===== config.mk =====
export PLATFORM = sky130hd
export DESIGN_NAME = hazard_ctrl
export DESIGN_NICKNAME = d
export VERILOG_FILES = /design/src/rtl/hazard_ctrl_pkg.sv /design/src/rtl/sat_counter.sv /design/src/rtl/hazard_ctrl.sv
export SDC_FILE = /design/constraint.sdc
export NUM_CORES = 1
export LEC_CHECK = 0
export CORE_MARGIN = 2
export CORE_UTILIZATION = 25
export DETAILED_ROUTE_END_ITERATION = 10
export GPL_TIMING_DRIVEN = 0
export SLEW_MARGIN = 20
export SYNTH_ARGS = -nofsm -noshare
export SYNTH_HDL_FRONTEND = slang
export SYNTH_HIERARCHICAL = 1
export SYNTH_SLANG_ARGS = --single-unit

===== constraint.sdc =====
create_clock -name clk -period 5.95 [get_ports clk]
set_input_delay 1.785 -clock clk [delete_from_list [all_inputs] [get_ports clk]]
set_output_delay 1.785 -clock clk [all_outputs]
set_load 0.02 [all_outputs]

===== src/rtl/hazard_ctrl_pkg.sv =====
// Shared pipeline definitions: hazard FSM states and the hard-wired zero register index.
package hazard_ctrl_pkg;

  typedef enum logic {
    RUN     = 1'b0,
    MEMWAIT = 1'b1
  } hc_state_e;

  localparam logic [4:0] REG_ZERO = 5'd0;

endpackage


===== src/rtl/sat_counter.sv =====
// Saturating event counter; sticks at all-ones instead of wrapping.
module sat_counter #(
  parameter int unsigned W = 16
) (
  input  logic         clk,
  input  logic         rst,
  input  logic         inc,
  output logic [W-1:0] cnt
);

  logic [W-1:0] cnt_d;

  always_comb begin
    cnt_d = cnt;
    if (inc && (cnt != {W{1'b1}})) cnt_d = cnt + 1'b1;
  end

  always_ff @(posedge clk or negedge rst) begin
    if (!rst) cnt <= '0;
    else      cnt <= cnt_d;
  end

endmodule


===== src/rtl/hazard_ctrl.sv =====
// Pipeline hazard control: memory-wait hold, branch flush (deferred across holds),
// load-use stall, plus saturating stall/flush statistics.
module hazard_ctrl
  import hazard_ctrl_pkg::*;
#(
  parameter int unsigned CNT_W = 16
) (
  input  logic             clk,
  input  logic             rst,
  input  logic [4:0]       id_rs,
  input  logic [4:0]       id_rt,
  input  logic             id_uses_rt,
  input  logic             idex_memread,
  input  logic [4:0]       idex_rt,
  input  logic             br_taken,
  input  logic             dmem_req,
  input  logic             dmem_ready,
  output logic             pc_write,
  output logic             ifid_write,
  output logic             ifid_flush,
  output logic             idex_bubble,
  output logic             pipe_hold,
  output logic [CNT_W-1:0] stall_cnt,
  output logic [CNT_W-1:0] flush_cnt
);

  hc_state_e state_q, state_d;
  logic      pend_q, pend_d;
  logic      lu, mw, held, flush_apply;

  assign lu = idex_memread && (idex_rt != REG_ZERO) &&
              ((idex_rt == id_rs) || (id_uses_rt && (idex_rt == id_rt)));
  assign mw = dmem_req && !dmem_ready;

  // The ready cycle of MEMWAIT is not held, but a branch seen in it is still deferred.
  assign held = ((state_q == RUN) && mw) || ((state_q == MEMWAIT) && !dmem_ready);

  always_ff @(posedge clk or negedge rst) begin
    if (!rst) begin
      state_q <= RUN;
      pend_q  <= 1'b0;
    end else begin
      state_q <= state_d;
      pend_q  <= pend_d;
    end
  end

  always_comb begin
    state_d = state_q;
    unique case (state_q)
      RUN:     if (mw) state_d = MEMWAIT;
      MEMWAIT: if (dmem_ready) state_d = RUN;
      default: state_d = RUN;
    endcase
    pend_d = pend_q;
    if (br_taken && ((state_q == MEMWAIT) || mw)) pend_d = 1'b1;
    else if (flush_apply)                         pend_d = 1'b0;
  end

  always_comb begin
    pc_write    = 1'b1;
    ifid_write  = 1'b1;
    ifid_flush  = 1'b0;
    idex_bubble = 1'b0;
    pipe_hold   = 1'b0;
    flush_apply = 1'b0;
    if (!rst) begin
      pc_write    = 1'b0;
      ifid_write  = 1'b0;
      ifid_flush  = 1'b1;
      idex_bubble = 1'b1;
    end else if (held) begin
      pc_write   = 1'b0;
      ifid_write = 1'b0;
      pipe_hold  = 1'b1;
    end else if (state_q == RUN) begin
      if (br_taken || pend_q) begin
        ifid_flush  = 1'b1;
        idex_bubble = 1'b1;
        flush_apply = 1'b1;
      end else if (lu) begin
        pc_write    = 1'b0;
        ifid_write  = 1'b0;
        idex_bubble = 1'b1;
      end
    end
  end

  sat_counter #(.W(CNT_W)) u_stall_cnt (
    .clk (clk),
    .rst (rst),
    .inc (rst && !pc_write),
    .cnt (stall_cnt)
  );

  sat_counter #(.W(CNT_W)) u_flush_cnt (
    .clk (clk),
    .rst (rst),
    .inc (flush_apply),
    .cnt (flush_cnt)
  );

endmodule


After elaboration in Yosys (flattened, before gate mapping). Cells that the tools add are included.

Add/sub/neg operators: 2. Eq/ne operators: 4. Bitwise gates (word level): 1. Reductions and logical operators: 18. Multiplexer cells: 22.

Operators by type and width (count): adder 16 x 1 -> 16 bit (second input constant) (2); != test 16 bit (second input constant) (2); 2-to-1 mux 1 bit (21); equality test 5 bit (2); logical AND 1 bit (10); nonzero test 5 bit (1); logical OR 1 bit (4); zero test 1 bit (2); case mux 1 bit (2 select lines) (1); nonzero test 2 bit (1); NOT 1 bit (1).

Output and inout bits: 37. Register bits after elaboration: 34. Word-level logic and storage cells: 51. Input port bits: 22.

Depth between registers and ports, before layout.
Depth in word-level cells: 12. Mapped depth: 8. Depth with buffers taken out: 8.

By module. The synthesis kept the hierarchy.

Modules (own cells, without submodules): sat_counter (times used 2, area an instance 859.6 um^2, cells each 72, sequential area each 400.4 um^2); hazard_ctrl (times used 1, area an instance 291.5 um^2, cells each 36, sequential area each 50.0 um^2).

Worst setup path after synthesis. No wires, ideal clock.

Kind: input -> output. From: input idex_rt[1]. To: output pc_write. Data required time: 4165 ps. Path buffers: 1. Slack: 1204 ps. Arrival time: 2961 ps. Cell stages on the path: 5. Cell sequence: or4_1 -> o21ai_2 -> or4_1 -> o221a_2 -> buf_4.

Longest elaborated chain between the ends: 9. Elaborated cells on any way between the ends: 12. Classes of those cells: eq/ne: 2; mux: 5; reduce/logical: 5.

Ends and longest elaborated chain: start: declaration (RTL line hazard_ctrl.sv:14) `input logic [4:0] idex_rt,`; equality test 5 bit (RTL line hazard_ctrl.sv:32) `((idex_rt == id_rs) || (id_uses_rt && (idex_rt == id_rt)));`; logical AND 1 bit (RTL line hazard_ctrl.sv:32); logical OR 1 bit (RTL line hazard_ctrl.sv:32); logical AND 1 bit (*) (RTL line hazard_ctrl.sv:31) `assign lu = idex_memread && (idex_rt != REG_ZERO) &&`; 2-to-1 mux 1 bit (*) (5 in series); end: declaration (RTL line hazard_ctrl.sv:18) `output logic pc_write,`.

Mark *: on every way between the ends. The rest lies on a longest branch, timed or not.

Worst setup path after layout.
From: input idex_rt[1]. To: output pc_write.

Longest elaborated chain between the ends: 9. Elaborated cells on any way between the ends: 12. Classes of those cells: eq/ne: 2; mux: 5; reduce/logical: 5.

Ends and longest elaborated chain: equality test 5 bit (RTL line hazard_ctrl.sv:32); logical AND 1 bit (RTL line hazard_ctrl.sv:32); logical OR 1 bit (RTL line hazard_ctrl.sv:32); logical AND 1 bit (*) (RTL line hazard_ctrl.sv:31); 2-to-1 mux 1 bit (*) (RTL line hazard_ctrl.sv:81) `end else if (lu) begin`; 2-to-1 mux 1 bit (*) (RTL line hazard_ctrl.sv:77) `if (br_taken || pend_q) begin`; 2-to-1 mux 1 bit (*) (RTL line hazard_ctrl.sv:76) `end else if (state_q == RUN) begin`; 2-to-1 mux 1 bit (*) (RTL line hazard_ctrl.sv:72) `end else if (held) begin`; 2-to-1 mux 1 bit (*) (RTL line hazard_ctrl.sv:67) `if (!rst) begin`.

Marked as above.

==> flow_summary.yaml <==
placement:
  dp_hpwl_um: 3770
  dpl_worst_slack_ns: 0.178
  gp_congestion: 0.769
  portBuffers: 58
cts:
  clk_path_buf_depth: 2
  post_cts_resized: 0
  cts_tree: "done"
  hold_buffers: 0
  clk_pin_slew_worst_paths_ns: 0.08
  postCtsSetupBuffers: 0
  clk_latency_ns: 0.28
  htreeDepth: 2
  clkSinkCount: 34
  numCtsBuffers: 5
  cts_root_buf: "clkbuf_8"
power:
  peakVddDrop_uv: 208
  p_sw_mw: 0.256
  clockPowerShare: 0.279
  power_mw: 0.756
  power.internal_mw: 0.500
  p_sw_frac: 0.339
  cellPowerDensity_nw_per_um2: 266
  p_leak_nw: 1.14
  p_seq_frac: 0.425
  p_comb_frac: 0.296
final_layout:
  post-route-util: 0.366
  drive_gt1_frac: 0.130
  layout_commonest_cell: "clkdlybuf4s50_1"
  antenna_cells: 0
  mostFrequentLayoutCells: "57 x clkdlybuf4s50_1, 34 x dfrtp_1, 16 x nand4_1"
  n_fill_cell: 818
  final_nets: 270
  syn2layout_area_growth_pct: 41.4
worst_hold_path:
  hold_class: "reg -> reg"
critical_path:
  worstSetupStartpointType: "input pin"
  timing.rr.end: "u_stall_cnt/cnt[7]$_DFFE_PN0P_"
  crit_type: "in -> out"
  end_kind: "output port"
  rr_startpoint: "pend_q$_DFFE_PN0P_"
  r2r_slack_ns: 3.88
  rr_worst_depth: 7
  startpoint: "idex_rt[1]"
  crit_path_end: "pc_write"
  cp_data_required_time_ns: 4.16
  cp.arrival_ns: 3.97
  path_max_fanout: 3
sta:
  slew_violations: 0
  setup_tns_ns: 0
  slew_headroom: 0.666
  finalSetupViolations: 0
  clock_skew_ns: 0.0145
  rsz0062_at_grt: "no"
  tightest_slew_ns: 0.500
  fin_crit_sh: 0.967
  setup_slack_ns: 0.194
  fin_hold_ws_ns: 0.519
  fmax_ghz: 0.174
  fin_crit_ns: 5.76
  hold_viol_final: 0
global_routing:
  grt_pass1_vias: 1640
  grt_pass1_wl_um: 8230
  overflow: 0
  grt_max_degree: 31
  track_usage: 0.116
  antenna_found_initial: 0
detailed_routing:
  drtIter0Drc: 37
  via_per_inst: 4.87
  drc_errors: 0
  routed_wire_length_per_instance_um: 14.1
  firstDrtPassIters: 4
  vias: 1698
  ant_nets: 0
  routed_wl_um: 4930
logic_synthesis:
  syn_avg_cell_area_um2: 11.2
  yosysSeqAreaShare: 0.423
  ys.warnings.count: 6
  synth.distinct_cells: 40
  netlist_area_um2: 2010
  syn_inst: 180
  syn_nets: 204
  ys_seq_elements: 34
die:
  dieArea_um2: 8780
  die_h_um: 93.7
  initial_core_util: 0.259
  ios: 59
  fp.coreArea_um2: 7770
  die_w_um: 93.7
  rows: 32
job:
  cap_violations: 0
status:
  status: "completed"
==> power by group through the flow <==
stage | logic [mW] | registers, mW | clock network [mW]
finish | 0.224 | 0.321 | 0.211
global route | 0.239 | 0.330 | 0.230
CTS | 0.225 | 0.322 | 0.219
detailed placement | 0.224 | 0.325 | 0
global placement | 0.219 | 0.326 | 0
floorplan | 0.0730 | 0.355 | 0
==> sequential cells by signal, indices dropped and copies added (netlist names) <==
register / flops
u_flush_cnt/cnt: 16
u_stall_cnt/cnt: 16
pend_q: 1
state_q: 1
==> cells in the mapped netlist, drive strengths merged <==
library cell	number	area share
mux2	2	0.011
a21o	1	0.0037
nand4	20	0.083
o21a	10	0.037
a31oi	6	0.019
nor3	3	0.012
inv	1	0.0019
buf	1	0.0037
or4	2	0.0075
and4b	2	0.010
o21ai	4	0.012
xnor2	11	0.048
o31ai	2	0.021
nor2	11	0.023
ha	2	0.012
nand3	12	0.042
o21bai	2	0.0075
a32oi	3	0.013
and4	6	0.030
dfrtp	34	0.42
and2	1	0.0031
a22o	1	0.0044
a21oi	7	0.017
o221a	1	0.0056
nor4	5	0.045
nand2	9	0.017
o211ai	2	0.0075
nand4bb	1	0.0056
and3	4	0.012
nand2b	1	0.0031
xor2	13	0.057
==> how the worst min path moves through the flow <==
stage | cells past startpoint | start | to
after floorplan | 1 | pend_q$_DFFE_PN0P_ | pend_q$_DFFE_PN0P_
after global placement | 1 | u_stall_cnt/cnt[15]$_DFFE_PN0P_ | u_stall_cnt/cnt[15]$_DFFE_PN0P_
after detailed placement | 1 | u_stall_cnt/cnt[15]$_DFFE_PN0P_ | u_stall_cnt/cnt[15]$_DFFE_PN0P_
after CTS | 1 | u_stall_cnt/cnt[15]$_DFFE_PN0P_ | u_stall_cnt/cnt[15]$_DFFE_PN0P_
after global routing | 1 | u_flush_cnt/cnt[15]$_DFFE_PN0P_ | u_flush_cnt/cnt[15]$_DFFE_PN0P_
final | 1 | u_flush_cnt/cnt[15]$_DFFE_PN0P_ | u_flush_cnt/cnt[15]$_DFFE_PN0P_
==> worst max-delay path, cell delays in order <==
cell and delay, ns:
clkdlybuf4s50_1 0.47, or4_1 0.55, o21ai_2 0.15, or4_1 0.12
o221a_2 0.20, buf_4 0.10, clkdlybuf4s50_1 0.59
==> cells by family after synthesis <==
family | share of synthesized area
xor gates and xnor gates | 0.105
DFF | 0.423
AOI/OAI and AO/OA | 0.148
adders and majority gates | 0.0124
buffers and inverters | 0.00560
and+or+nand+nor | 0.295
muxes | 0.0112
==> final cells by class <==
| class | instances | area (µm²) | area share |
|---|---|---|---|
| Multi-Input combinational cell | 144 | 1150 | 0.404 |
| Sequential cell | 34 | 851 | 0.299 |
| Timing Repair Buffer | 59 | 596 | 0.209 |
| Tap cell | 102 | 128 | 0.0449 |
| Clock buffer | 6 | 72.6 | 0.0255 |
| Clock inverter | 2 | 37.5 | 0.0132 |
| Buffer | 1 | 7.51 | 0.00264 |
| Inverter | 1 | 3.75 | 0.00132 |
==> metal layers <==
layer  track usage  routed length [µm]  vias to the layer above
met4        0.0254                  19                        0
met5             0                   0                        -
met2         0.186                2480                       33
li1              -                   -                      843
met3        0.0297                 176                        2
met1         0.159                2260                      820
==> per-stage QoR <==
stage | cell area [µm²] | cells
6_report | 2840 | 349
5_1_grt | 2840 | 349
4_1_cts | 2840 | 349
2_1_floorplan | 2010 | 180
3_5_place_dp | 2730 | 341
3_3_place_gp | 2720 | 340
No activity file was read; power rests on OpenSTA's default activity.
